[config.mk]
export PLATFORM = sky130hd
export DESIGN_NAME = fp_operand_loader
export DESIGN_NICKNAME = d
export VERILOG_FILES = /design/src/rtl/fp_operand_loader.sv
export SDC_FILE = /design/constraint.sdc
export NUM_CORES = 1
export LEC_CHECK = 0
export ABC_AREA = 1
export ABC_CLOCK_PERIOD_IN_PS = 4600
export CAP_MARGIN = 15
export CELL_PAD_IN_SITES_DETAIL_PLACEMENT = 0
export CELL_PAD_IN_SITES_GLOBAL_PLACEMENT = 1
export CORE_MARGIN = 2
export CORE_UTILIZATION = 51
export DETAILED_ROUTE_END_ITERATION = 7
export DONT_BUFFER_PORTS = 1
export HOLD_SLACK_MARGIN = 0.08
export PLACE_DENSITY = 0.81
export SETUP_SLACK_MARGIN = 0.05
export SLEW_MARGIN = 10
export SYNTH_ARGS = -nofsm -noshare
export SYNTH_HDL_FRONTEND = slang
export SYNTH_SLANG_ARGS = --single-unit
[constraint.sdc]
create_clock -name clk -period 4.6 [get_ports clk]
set_input_delay 0.92 -clock clk [delete_from_list [all_inputs] [get_ports clk]]
set_output_delay 0.92 -clock clk [all_outputs]
set_load 0.01 [all_outputs]
[src/rtl/fp_operand_loader.sv]
// Byte-serial entry of two 32-bit FP operands from 8 switches and a push-button.
// Optional button debounce is enabled with `define FP_LOADER_DEBOUNCE_EN.
module fp_operand_loader #(
    parameter int DEBOUNCE_CYCLES = 500000
) (
    input  logic        clk,
    input  logic        rst,
    input  logic [7:0]  sw,
    input  logic        btn,
    output logic [31:0] op_a,
    output logic [31:0] op_b,
    output logic        op_valid,
    output logic        op_load,
    output logic [2:0]  entry_idx
);

    typedef enum logic [1:0] {S_A, S_B, S_DONE} state_t;

    logic [7:0] sw_p0, sw_p1;
    logic       btn_p0, btn_p1;
    logic       stable, stable_d;
    logic       press;
    state_t     state;
    logic [1:0] idx;

    if (DEBOUNCE_CYCLES < 2) begin : g_param_check
        $error("DEBOUNCE_CYCLES must be at least 2");
    end

    // Stage p0/p1: two-flop synchronizers for the asynchronous board inputs
    always_ff @(posedge clk or posedge rst) begin
        if (rst) begin
            sw_p0  <= '0;
            sw_p1  <= '0;
            btn_p0 <= 1'b0;
            btn_p1 <= 1'b0;
        end else begin
            sw_p0  <= sw;
            sw_p1  <= sw_p0;
            btn_p0 <= btn;
            btn_p1 <= btn_p0;
        end
    end

`ifdef FP_LOADER_DEBOUNCE_EN
    localparam int CNT_W = $clog2(DEBOUNCE_CYCLES);
    logic [CNT_W-1:0] db_cnt;

    // Accept a new button level only after it has differed from the current one long enough
    always_ff @(posedge clk or posedge rst) begin
        if (rst) begin
            db_cnt <= '0;
            stable <= 1'b0;
        end else if (btn_p1 != stable) begin
            if (db_cnt == CNT_W'(DEBOUNCE_CYCLES - 1)) begin
                stable <= btn_p1;
                db_cnt <= '0;
            end else begin
                db_cnt <= db_cnt + 1'b1;
            end
        end else begin
            db_cnt <= '0;
        end
    end
`else
    always_ff @(posedge clk or posedge rst) begin
        if (rst) begin
            stable <= 1'b0;
        end else begin
            stable <= btn_p1;
        end
    end
`endif

    always_ff @(posedge clk or posedge rst) begin
        if (rst) begin
            stable_d <= 1'b0;
        end else begin
            stable_d <= stable;
        end
    end

    assign press = stable & ~stable_d;

    // Entry FSM: operands shift in MSB first, one byte per accepted press
    always_ff @(posedge clk or posedge rst) begin
        if (rst) begin
            state    <= S_A;
            idx      <= 2'd0;
            op_a     <= '0;
            op_b     <= '0;
            op_valid <= 1'b0;
            op_load  <= 1'b0;
        end else begin
            op_load <= 1'b0;
            if (press) begin
                case (state)
                    S_A: begin
                        op_a <= {op_a[23:0], sw_p1};
                        if (idx == 2'd3) begin
                            state <= S_B;
                            idx   <= 2'd0;
                        end else begin
                            idx <= idx + 2'd1;
                        end
                    end
                    S_B: begin
                        op_b <= {op_b[23:0], sw_p1};
                        if (idx == 2'd3) begin
                            state    <= S_DONE;
                            idx      <= 2'd0;
                            op_valid <= 1'b1;
                            op_load  <= 1'b1;
                        end else begin
                            idx <= idx + 2'd1;
                        end
                    end
                    default: begin
                        op_a     <= '0;
                        op_b     <= '0;
                        op_valid <= 1'b0;
                        state    <= S_A;
                        idx      <= 2'd0;
                    end
                endcase
            end
        end
    end

    assign entry_idx = {state == S_B, idx};

endmodule

### Word level (Yosys, flattened, before mapping)

Cells that the tools add are included.

| cells by class | value |
|---|---|
| reduce and logical (&&, ||, !) cells | 6 |
| bitwise logic cells | 4 |
| equality and inequality tests | 4 |
| muxes and demuxes | 12 |
| add/sub/neg operators | 1 |

Operator list:

| kind | count |
|---|---|
| one-hot mux 32 bit (2 select lines) | 2 |
| two-way mux 2 bit | 4 |
| AND reduction 3 bit | 2 |
| two-way mux 1 bit | 4 |
| one-hot mux 2 bit (2 select lines) | 1 |
| AND reduction 2 bit | 2 |
| NOT 1 bit | 3 |
| adder 2 x 1 -> 2 bit, second input constant | 1 |
| == test 2 x 1 -> 1 bit, second input constant | 1 |
| == test 2 bit, second input constant | 1 |
| zero test 2 bit | 1 |
| != test 2 x 1 -> 1 bit, second input constant | 1 |
| != test 2 bit, second input constant | 1 |
| one-hot mux 1 bit (2 select lines) | 1 |
| OR reduction 2 bit | 1 |
| AND 1 bit | 1 |

| storage, ports and cells | value |
|---|---|
| register bits | 90 |
| input bits | 11 |
| word-level logic and storage cells | 39 |

### Logic depth before layout (Yosys ltp)

Gate-level depths: netlist of the first run.

| logic depth | value |
|---|---|
| depth in word-level cells | 4 |
| gate-level depth with buffers | 6 |

### Worst setup path after synthesis of the first run

Ideal clock, no wire load.

| timing | value |
|---|---|
| path type | reg2out |
| start | reg state[0] |
| end | out entry_idx[2] |
| stages on the path, launching flop included | 3 |
| arrival time | 714 ps |
| path buffers | 0 |
| slack | 2,966 ps |
| data required time | 3,680 ps |
| path through | dfrtp_1 inv_1 nor2_1 |

| between the ends | value |
|---|---|
| cells in the longest elaborated chain, start to end | 1 |

Ends and longest elaborated chain:

| element | line | text |
|---|---|---|
| start, declared | 23 | `state_t state;` |
| start signal, assigned | 88 | `state <= S_A;` |
| start signal, assigned | 101 | `state <= S_B;` |
| start signal, assigned | 110 | `state <= S_DONE;` |
| == test 2 x 1 -> 1 bit | 130 | `assign entry_idx = {state == S_B, idx};` |
| end, declared | 14 | `output logic [2:0] entry_idx` |

Every way passes these cells.

### Worst setup path in the final report of the first run

Same ends and word-level chain as after synthesis.

==> summary.md, run 1 <==
| Metric | Value |
|---|---|
| Outcome | `finished clean` |
| Headroom to the max-slew limit | `0.512` |
| Pwr dens | `663 nW/µm²` |
| CP Launch Type | `register` |
| WL final | `5960 µm` |
| Crit-path cells | `inv_1 > nor2_1` |
| Top-area cell type share of the netlist area | `0.684` |
| Diodes inserted | `0` |
| Fmax | `0.472 GHz` |
| RSZ-0062 raised after global routing | `false` |
| Initial antenna violation count | `0` |
| Final number of hold-violating endpoints | `0` |
| Number of CTS-inserted buffers | `9` |
| Post-Syn Nets | `334` |
| Final Cycle Share | `0.460` |
| Syn Area/Cell | `10.2 µm²` |
| Total grt overflow | `0` |
| Hold Buf Count CTS | `0` |
| Routed Antenna Nets | `0` |
| Setup_tns | `0 ns` |
| Critical Path Fanout Max | `4` |
| CTS root buf | `clkbuf_8` |
| Clock Skew | `0.0105 ns` |
| Buffers & Inverters on Critical Path | `1` |
| Leak Pwr | `1.86 nW` |
| Most frequent cells in the layout | `nand2_1 (148), dfrtp_1 (90), nand3_1 (25)` |
| Worst-margin pin slew | `0.731 ns` |
| CP Data Required Time | `3.68 ns` |
| Pint | `0.00144 W` |
| Sink Count | `90` |
| Synth top area cells | `dfrtp_1 (68%), nand2_1 (17%), nand3_1 (3.8%), buf_6 (2.7%), o21ai_1 (2.6%)` |
| Most common cell after layout, fill and taps aside | `nand2_1` |
| Final number of setup-violating endpoints | `0` |
| Netlist cell types | `14` |
| Hold path startpoint | `sw_p0[6]$_DFF_PP0_` |
| CP Capture Type | `output port` |
| Starting DRT DRC Count | `124` |
| Cell count along the critical path | `2` |
| Combinational share of power | `0.165` |
| Initial core utilization | `0.522` |
| CTS tree | `yes` |
| Clock latency on the worst-skew pair | `0.35 ns` |
| Tot GR Track Use | `0.184` |
| VDD IR max | `0.341 mV` |
| WP data arrival | `1.20 ns` |
| Net Sw Frac | `0.378` |
| DRC | `0` |
| Final cell count without fillers | `403` |
| CP Launch Point | `state[0]$_DFFE_PP0P_` |
| Core area | `6310 µm²` |
| R2R depth | `4` |
| Routed len/inst | `14.8 µm` |
| Largest net degree at the start of global routing | `91` |
| Synthesized flop and latch total | `90` |
| Vias/cell | `5.12` |
| Vias in the first global route | `2023` |
| Clock share of power | `0.227` |
| Site Rows | `29` |
| RR Startpoint | `stable_d$_DFF_PP0_` |
| Tmin final | `2.12 ns` |
| Pins Over Slew Limit | `0` |
| Highest cell delay on the worst timing path | `0.45 ns` |
| Dpl ws | `2.62 ns` |
| Hold Crit Class | `register to register` |
| Flop pwr share | `0.608` |
| Crit path to | `entry_idx[2]` |
| Die Width | `84.4 µm` |
| Synth Instances | `322` |
| Setup CP Type | `register to output port` |
| RR Endpoint | `op_a[3]$_DFFE_PP0P_` |
| Final setup margin | `2.48 ns` |
| Post_cts resized | `0` |
| Area Growth Syn to Fin | `6.15%` |
| Share of cells above drive strength 1 | `0.0828` |
| Synth warn | `0` |
| Setup bufs post-CTS | `0` |
| Gpl congestion | `0.758` |
| Buffers added on ports | `0` |
| Drt pass-1 iters | `4` |
| DP Wirelength | `3760 µm` |
| Die ar. | `7120 µm²` |
| First-pass GRT wire length | `10300 µm` |
| Core Util, Final | `0.554` |
| Clock transition at path regs | `0.09 ns` |
| Reg2Reg Setup Slack | `2.64 ns` |
| Tot Pwr | `0.00232 W` |
| WHS Path Cells | `0` |
| Via Count | `2064` |
| Placed insts | `386` |
| Critical path's slowest cell | `dfrtp_1` |
| Die height | `84.4 µm` |
| Layout Nets | `333` |
| Max-Cap Viols | `0` |
| Seq/Total Area, Yosys | `0.684` |
| P_sw | `0.000877 W` |
| Top Family by Delay on Critical Path | `flip-flops` |
| Area leader, netlist | `dfrtp_1` |
| Clock buffer depth | `2` |
| H-tree Lvls | `3` |
| Num ports | `80` |
| Mapped cell area | `3290 µm²` |
kinds of logic (layout without fill, tap and decap cells):
family,count (synthesis),in the layout,share of synthesized area
AO/OA/AOI/OAI,19,19,0.0289
adder cells (fa/ha/maj),1,1,0.00380
buffers and inverters,28,32,0.0528
flip-flops,90,90,0.684
AND/OR/NAND/NOR,184,184,0.231
final cells by class:
| cell class | count | area [µm²] |
|---|---|---|
| clock buffer | 10 | 128 |
| clock inverter | 6 | 66.3 |
| fill | 579 | 2820 |
| inverter | 15 | 58.8 |
| multi-input combinational | 204 | 867 |
| sequential | 90 | 2250 |
| tap | 77 | 96.3 |
| timing repair buffer | 1 | 27.5 |
worst register-to-register path, delay by kind of cell, from the launching register on:
kind / cells / cell delay, ns
AOI/OAI and AO/OA: 1 / 0.08
DFF: 1 / 0.42
and+or+nand+nor: 3 / 1.35
worst min path at each step:
stage,endpoint,slack [ns]
CTS,sw_p1[6]$_DFF_PP0_,0.35
global placement,sw_p1[7]$_DFF_PP0_,0.33
finish,sw_p1[6]$_DFF_PP0_,0.35
floorplan,btn_p1$_DFF_PP0_,0.33
detailed placement,sw_p1[6]$_DFF_PP0_,0.34
global route,sw_p1[6]$_DFF_PP0_,0.36
registers in the layout (all words and copies together), names as in the netlist, 2 cells and up:
register,flops
op_b,32
op_a,32
state,2
idx,2
sw_p0,8
sw_p1,8
synthesized netlist by cell type:
| library cell | number |
|---|---|
| nand2_1 | 148 |
| dfrtp_1 | 90 |
| nand3_1 | 25 |
| o21ai_1 | 17 |
| inv_1 | 14 |
| buf_6 | 8 |
| nand2_2 | 6 |
| buf_2 | 4 |
| nor2_4 | 3 |
| nor2_1 | 2 |
| o21ai_0 | 2 |
| buf_4 | 1 |
| ha_1 | 1 |
| inv_2 | 1 |
routing by layer:
layer | up-vias | GRT usage | share of wire
met5 | - | 0 | 0
met4 | 0 | 0.0794 | 0.021
met3 | 11 | 0.0737 | 0.086
met2 | 70 | 0.276 | 0.46
met1 | 985 | 0.238 | 0.44
li1 | 998 | - | -
per-stage QoR:
stage / area, µm² / hold WS [ns]
global route: 3500 / 0.359
detailed placement: 3270 / 0.336
floorplan: 3290 / 0.331
global placement: 3270 / 0.334
finish: 3500 / 0.345
CTS: 3470 / 0.350
power groups by stage:
stage / registers [W] / clock network, W / logic, W
after floorplan: 0.00135 / 0 / 0.000351
after global placement: 0.00143 / 0 / 0.000373
after detailed placement: 0.00143 / 0 / 0.000387
after CTS: 0.00142 / 0.000537 / 0.000389
after global routing: 0.00146 / 0.000570 / 0.000465
final: 0.00141 / 0.000525 / 0.000383
Note: power is estimated with default switching activity, not from simulation.
==> run 2, diff against run 1 <==
--- a/config.mk
+++ b/config.mk
@@ -6,16 +6,16 @@
 export NUM_CORES = 1
 export LEC_CHECK = 0
 export ABC_AREA = 1
-export ABC_CLOCK_PERIOD_IN_PS = 4600
+export ABC_CLOCK_PERIOD_IN_PS = 1700
 export CAP_MARGIN = 15
 export CELL_PAD_IN_SITES_DETAIL_PLACEMENT = 0
 export CELL_PAD_IN_SITES_GLOBAL_PLACEMENT = 1
 export CORE_MARGIN = 2
-export CORE_UTILIZATION = 51
+export CORE_UTILIZATION = 42
 export DETAILED_ROUTE_END_ITERATION = 7
 export DONT_BUFFER_PORTS = 1
 export HOLD_SLACK_MARGIN = 0.08
-export PLACE_DENSITY = 0.81
+export PLACE_DENSITY = 0.71
 export SETUP_SLACK_MARGIN = 0.05
 export SLEW_MARGIN = 10
 export SYNTH_ARGS = -nofsm -noshare
==> constraint.sdc (replaced) <==
create_clock -name clk -period 1.7 [get_ports clk]
set_input_delay 0.34 -clock clk [delete_from_list [all_inputs] [get_ports clk]]
set_output_delay 0.34 -clock clk [all_outputs]
set_load 0.01 [all_outputs]
==> summary.md, run 2 (synthesis gave the netlist of run 1 again) <==
| Metric | Value |
|---|---|
| Outcome | `finished clean` |
| Die ar. | `8570 µm² (+20%)` |
| Number of CTS-inserted buffers | `9 (unchanged)` |
| Most common cell after layout, fill and taps aside | `nand2_1` |
| Tmin final | `1.52 ns` |
| Clock buffer depth | `2 (unchanged)` |
| R2R depth | `5 (+1)` |
| Top flop regs | `op_a (32), op_b (32)` |
| Placed insts | `416 (+7.8%)` |
| RR Startpoint | `state[0]$_DFFE_PP0P_` |
| Final cell count without fillers | `442 (+9.7%)` |
| Core area | `7650 µm² (+21%)` |
| Reg2Reg Setup Slack | `0.33 ns (-2.31 ns)` |
| WP data arrival | `1.18 ns (-0.02 ns)` |
| Num ports | `80 (unchanged)` |
| Layout Nets | `347 (+4.2%)` |
| Largest net degree at the start of global routing | `91 (unchanged)` |
| CTS tree | `yes` |
| Clock Skew | `0.0113 ns (+0.000837 ns)` |
| Drt pass-1 iters | `4 (unchanged)` |
| Sink Count | `90 (unchanged)` |
| Diodes inserted | `0 (unchanged)` |
| CP Data Required Time | `1.36 ns (-2.32 ns)` |
| CTS root buf | `clkbuf_8` |
| Setup CP Type | `register to output port` |
| DRC | `0 (unchanged)` |
| Buffers added on ports | `0 (unchanged)` |
| Area Growth Syn to Fin | `10.6%` |
| Leak Pwr | `1.91 nW (+2.6%)` |
| Gpl congestion | `0.712 (-6.1%)` |
| Hold Crit Class | `register to register` |
| H-tree Lvls | `3 (unchanged)` |
| Via Count | `2090 (+1.3%)` |
| Fillers | `733 (+27%)` |
| First-pass GRT wire length | `10700 µm (+4.0%)` |
| Hold path startpoint | `sw_p0[2]$_DFF_PP0_` |
| Final number of hold-violating endpoints | `0 (unchanged)` |
| Setup_tns | `0 ns (unchanged)` |
| DP Wirelength | `4000 µm (+6.4%)` |
| Site Rows | `32 (+10%)` |
| Share of cells above drive strength 1 | `0.0882 (+0.00541)` |
| Routed Antenna Nets | `0 (unchanged)` |
| Pins Over Slew Limit | `0 (unchanged)` |
| Final number of setup-violating endpoints | `0 (unchanged)` |
| Worst-margin pin slew | `0.575 ns (-0.155 ns)` |
| Headroom to the max-slew limit | `0.615 (+0.103)` |
| Pwr dens | `1720 nW/µm² (+160%)` |
| Multi-input gate area | `867 µm² (unchanged)` |
| Clock transition at path regs | `0.08 ns (about the same)` |
| Clock latency on the worst-skew pair | `0.35 ns (about the same)` |
| Die height | `92.6 µm (+9.7%)` |
| RR Endpoint | `op_b[4]$_DFFE_PP0P_` |
| Final Cycle Share | `0.895` |
| WL final | `6390 µm (+7.2%)` |
| Max-Cap Viols | `0 (unchanged)` |
| Starting DRT DRC Count | `137 (+10%)` |
| Fmax | `0.657 GHz` |
| Initial core utilization | `0.431 (-0.0910)` |
| CP Launch Type | `register` |
| Die Width | `92.6 µm (+9.7%)` |
| Sequential standard cell area | `2250 µm² (unchanged)` |
| Critical Path Fanout Max | `4 (unchanged)` |
| Most frequent cells in the layout | `nand2_1 (148), dfrtp_1 (90), nand3_1 (25)` |
| RSZ-0062 raised after global routing | `false` |
| Post_cts resized | `0 (unchanged)` |
| Vias in the first global route | `2066 (+2.1%)` |
| Crit path to | `entry_idx[2]` |
| Tot GR Track Use | `0.162 (-0.0218)` |
| CP Launch Point | `state[0]$_DFFE_PP0P_` |
| Total grt overflow | `0 (unchanged)` |
| Vias/cell | `4.73 (-7.7%)` |
| Initial antenna violation count | `0 (unchanged)` |
| CP Capture Type | `output port` |
| VDD IR max | `0.547 mV (+60%)` |
| Routed len/inst | `14.4 µm (-2.3%)` |
==> run 2: cell count changes in the layout (fill, tap and decap cells not counted), sizes merged <==
cell	previous run	this run
buf	1	5
dlygate4sd3	0	10
clkbuf	10	12
bufinv	1	0
clkinvlp	3	4
inv	16	14
==> run 2: final cells by class <==
type / instances / area share
repair buffers: 15 / 0.0447
multi-input cells: 204 / 0.238
well taps: 102 / 0.0350
inverters: 15 / 0.0165
flip-flops and latches: 90 / 0.618
clock inverters: 4 / 0.00756
clock buffers: 12 / 0.0398
==> run 2: critical path, stage by stage (launching register included) <==
cell     delay, ns
dfrtp_1       0.46
inv_1         0.10
nor2_1        0.28
==> run 2: how the worst min path moves through the flow <==
| stage | depth (start not counted) | slack (ns) | endpoint |
|---|---|---|---|
| finish | 0 | 0.35 | sw_p1[2]$_DFF_PP0_ |
| global route | 0 | 0.36 | sw_p1[4]$_DFF_PP0_ |
| CTS | 0 | 0.35 | sw_p1[7]$_DFF_PP0_ |
| detailed placement | 0 | 0.33 | sw_p1[7]$_DFF_PP0_ |
| global placement | 0 | 0.33 | sw_p1[3]$_DFF_PP0_ |
| floorplan | 0 | 0.33 | btn_p1$_DFF_PP0_ |
==> run 2: what timing repair did <==
item,CTS,global route
hold buffers,10,0
buffers inserted,0,0
hold endpoints to repair,99,0
==> run 2: report_power, final <==
part           total [W]  leakage (nW)  internal [W]  switching (W)
sequential       0.00384          1.15       0.00284       0.000998
clock            0.00130        0.0786      0.000570       0.000726
combinational    0.00113         0.681      0.000444       0.000688
==> run 2: layer usage <==
metal	global-route usage	vias up	routed length, µm
li1	-	1021	-
met1	0.211	997	2890
met2	0.234	60	2870
met3	0.0667	12	467
met4	0.0796	0	162
met5	0	-	0
==> run 2: per-stage QoR <==
| stage | power [W] | area, µm² | setup WS (ns) | utilization | hold WS, ns |
|---|---|---|---|---|---|
| after floorplan | 0.00462 | 3300 | 0.310 | - | 0.331 |
| after global placement | 0.00500 | 3370 | 0.368 | 0.441 | 0.335 |
| after detailed placement | 0.00504 | 3370 | 0.336 | 0.441 | 0.335 |
| after CTS | 0.00637 | 3640 | 0.140 | 0.476 | 0.354 |
| after global routing | 0.00675 | 3640 | 0.0862 | 0.476 | 0.361 |
| final | 0.00627 | 3640 | 0.178 | 0.476 | 0.350 |
==> run 3, diff against run 2 <==
--- a/config.mk
+++ b/config.mk
@@ -16,6 +16,7 @@
 export DONT_BUFFER_PORTS = 1
 export HOLD_SLACK_MARGIN = 0.08
 export PLACE_DENSITY = 0.71
+export REMOVE_ABC_BUFFERS = 1
 export SETUP_SLACK_MARGIN = 0.05
 export SLEW_MARGIN = 10
 export SYNTH_ARGS = -nofsm -noshare
==> summary.md, run 3 (synthesis gave the netlist of run 1 again) <==
| Metric | Value |
|---|---|
| Outcome | `finished clean` |
| Max-Cap Viols | `0 (unchanged)` |
| Pwr dens | `1790 nW/µm² (+4.1%)` |
| Clock transition at path regs | `0.08 ns (about the same)` |
| Sink Count | `90 (unchanged)` |
| Core Util, Final | `0.489 (+0.0126)` |
| Worst hold slack | `0.356 ns (+0.00547 ns)` |
| Setup_tns | `0 ns (unchanged)` |
| Core area | `7650 µm² (unchanged)` |
| Most common cell after layout, fill and taps aside | `nand2_1` |
| Diodes inserted | `0 (unchanged)` |
| Initial antenna violation count | `0 (unchanged)` |
| First-pass GRT wire length | `11300 µm (+5.9%)` |
| Gpl congestion | `0.722 (+1.5%)` |
| VDD IR max | `0.613 mV (+12%)` |
| Site Rows | `32 (unchanged)` |
| Clock Skew | `0.0121 ns (+0.000759 ns)` |
| WP data arrival | `1.20 ns (+0.02 ns)` |
| Area Growth Syn to Fin | `13.5%` |
| Die ar. | `8570 µm² (unchanged)` |
| Routed Antenna Nets | `0 (unchanged)` |
| Fmax | `0.649 GHz (-1.2%)` |
| Via Count | `2099 (+0.43%)` |
| CP Launch Type | `register` |
| Die height | `92.6 µm (unchanged)` |
| DRC | `0 (unchanged)` |
| Tot GR Track Use | `0.172 (+0.00958)` |
| Setup bufs post-CTS | `0 (unchanged)` |
| Drt pass-1 iters | `4 (unchanged)` |
| RSZ-0062 raised after global routing | `false` |
| Buffers added on ports | `0 (unchanged)` |
| CTS root buf | `clkbuf_8` |
| Final Cycle Share | `0.906 (+0.0109)` |
| Die Width | `92.6 µm (unchanged)` |
| Initial core utilization | `0.431 (unchanged)` |
| Layout Nets | `350 (+0.86%)` |
| Final number of setup-violating endpoints | `0 (unchanged)` |
| Critical Path Fanout Max | `4 (unchanged)` |
| Num ports | `80 (unchanged)` |
| Share of cells above drive strength 1 | `0.102 (+0.0138)` |
| Starting DRT DRC Count | `147 (+7.3%)` |
| CTS tree | `yes` |
| Placed insts | `419 (+0.72%)` |
| Clock buffer depth | `2 (unchanged)` |
| Top flop regs | `op_a (32), op_b (32)` |
| Pins Over Slew Limit | `0 (unchanged)` |
| Final number of hold-violating endpoints | `0 (unchanged)` |
| Final setup margin | `0.159 ns (-0.0184 ns)` |
| Clock latency on the worst-skew pair | `0.36 ns (about the same)` |
| Total grt overflow | `0 (unchanged)` |
| Final cell count without fillers | `445 (+0.68%)` |
| Headroom to the max-slew limit | `0.610 (-0.00547)` |
| Dpl ws | `0.348 ns (+0.0117 ns)` |
| Number of CTS-inserted buffers | `9 (unchanged)` |
| Most frequent cells in the layout | `nand2_1 (148), dfrtp_1 (90), nand3_1 (25)` |
| CP Capture Type | `output port` |
| Fillers | `711 (-3.0%)` |
| Vias/cell | `4.72 (-0.25%)` |
| Leak Pwr | `1.96 nW (+3.1%)` |
| Vias in the first global route | `2286 (+11%)` |
| H-tree Lvls | `3 (unchanged)` |
| Routed len/inst | `14.8 µm (+2.2%)` |
| DP Wirelength | `4340 µm (+8.5%)` |
| Hold Crit Class | `register to register` |
| CP Data Required Time | `1.36 ns (about the same)` |
| Worst-margin pin slew | `0.584 ns (+0.00818 ns)` |
| WL final | `6570 µm (+2.9%)` |
| Tmin final | `1.54 ns (+0.0184 ns)` |
| Setup CP Type | `register to output port` |
| Largest net degree at the start of global routing | `33 (-64%)` |
## run 3: cell types whose count changed in the layout (fill, tap and decap cells not counted)
cell	previous run	this run
inv_6	0	2
buf_4	3	6
bufinv_16	0	3
inv_4	0	1
clkinvlp_4	4	1
clkinv_4	0	1
clkbuf_1	2	0
clkbuf_8	10	9
clkinv_2	1	0
## run 3: what timing repair did
action / in CTS / in global routing
gates resized for setup: 0 / 0
hold buffers: 10 / 0
endpoints found under the hold margin: 36 / 0
## run 3: critical path, stage by stage (launching register included)
cell and delay, ns:
dfrtp_1 0.44, inv_1 0.10, nor2_1 0.31
## run 3: report_power, final
part | switching [W] | internal (W) | leakage (nW)
registers | 0.000979 | 0.00284 | 1.15
clock network | 0.000764 | 0.000989 | 0.120
logic | 0.000697 | 0.000426 | 0.698
## run 3: metal layers
metal / vias up / track usage / routed length, µm
met5: - / 0 / 0
met4: 0 / 0.0784 / 129
met3: 11 / 0.0651 / 569
met2: 63 / 0.270 / 3000
met1: 1003 / 0.210 / 2870
li1: 1022 / - / -
## run 3: path summary, 6_finish.rpt
path	from	end	slack [ns]	cells after the start
setup / recovery	state[0]$_DFFE_PP0P_	entry_idx[2]	0.16	2
hold / removal	sw_p0[4]$_DFF_PP0_	sw_p1[4]$_DFF_PP0_	0.36	0
setup reg to reg	state[1]$_DFFE_PP0P_	op_b[5]$_DFFE_PP0P_	0.32	5
hold reg to reg	sw_p0[4]$_DFF_PP0_	sw_p1[4]$_DFF_PP0_	0.36	0
max in group asynchronous	rst	op_a[18]$_DFFE_PP0P_	0.70	3
min in group asynchronous	rst	sw_p0[3]$_DFF_PP0_	0.44	2
## run 3: metrics by stage
step / area, µm² / power [W]
final: 3740 / 0.00670
after global routing: 3740 / 0.00721
after CTS: 3740 / 0.00681
after detailed placement: 3390 / 0.00502
after global placement: 3390 / 0.00495
after floorplan: 3180 / 0.00452
## run 3: cell type report
| cell class | count | area, µm² | area share |
|---|---|---|---|
| clock buffers | 9 | 124 | 0.0331 |
| clock inverters | 7 | 124 | 0.0331 |
| inverters | 15 | 58.8 | 0.0157 |
| multi-input cells | 204 | 867 | 0.232 |
| flip-flops and latches | 90 | 2250 | 0.602 |
| well taps | 102 | 128 | 0.0341 |
| repair buffers | 18 | 185 | 0.0495 |
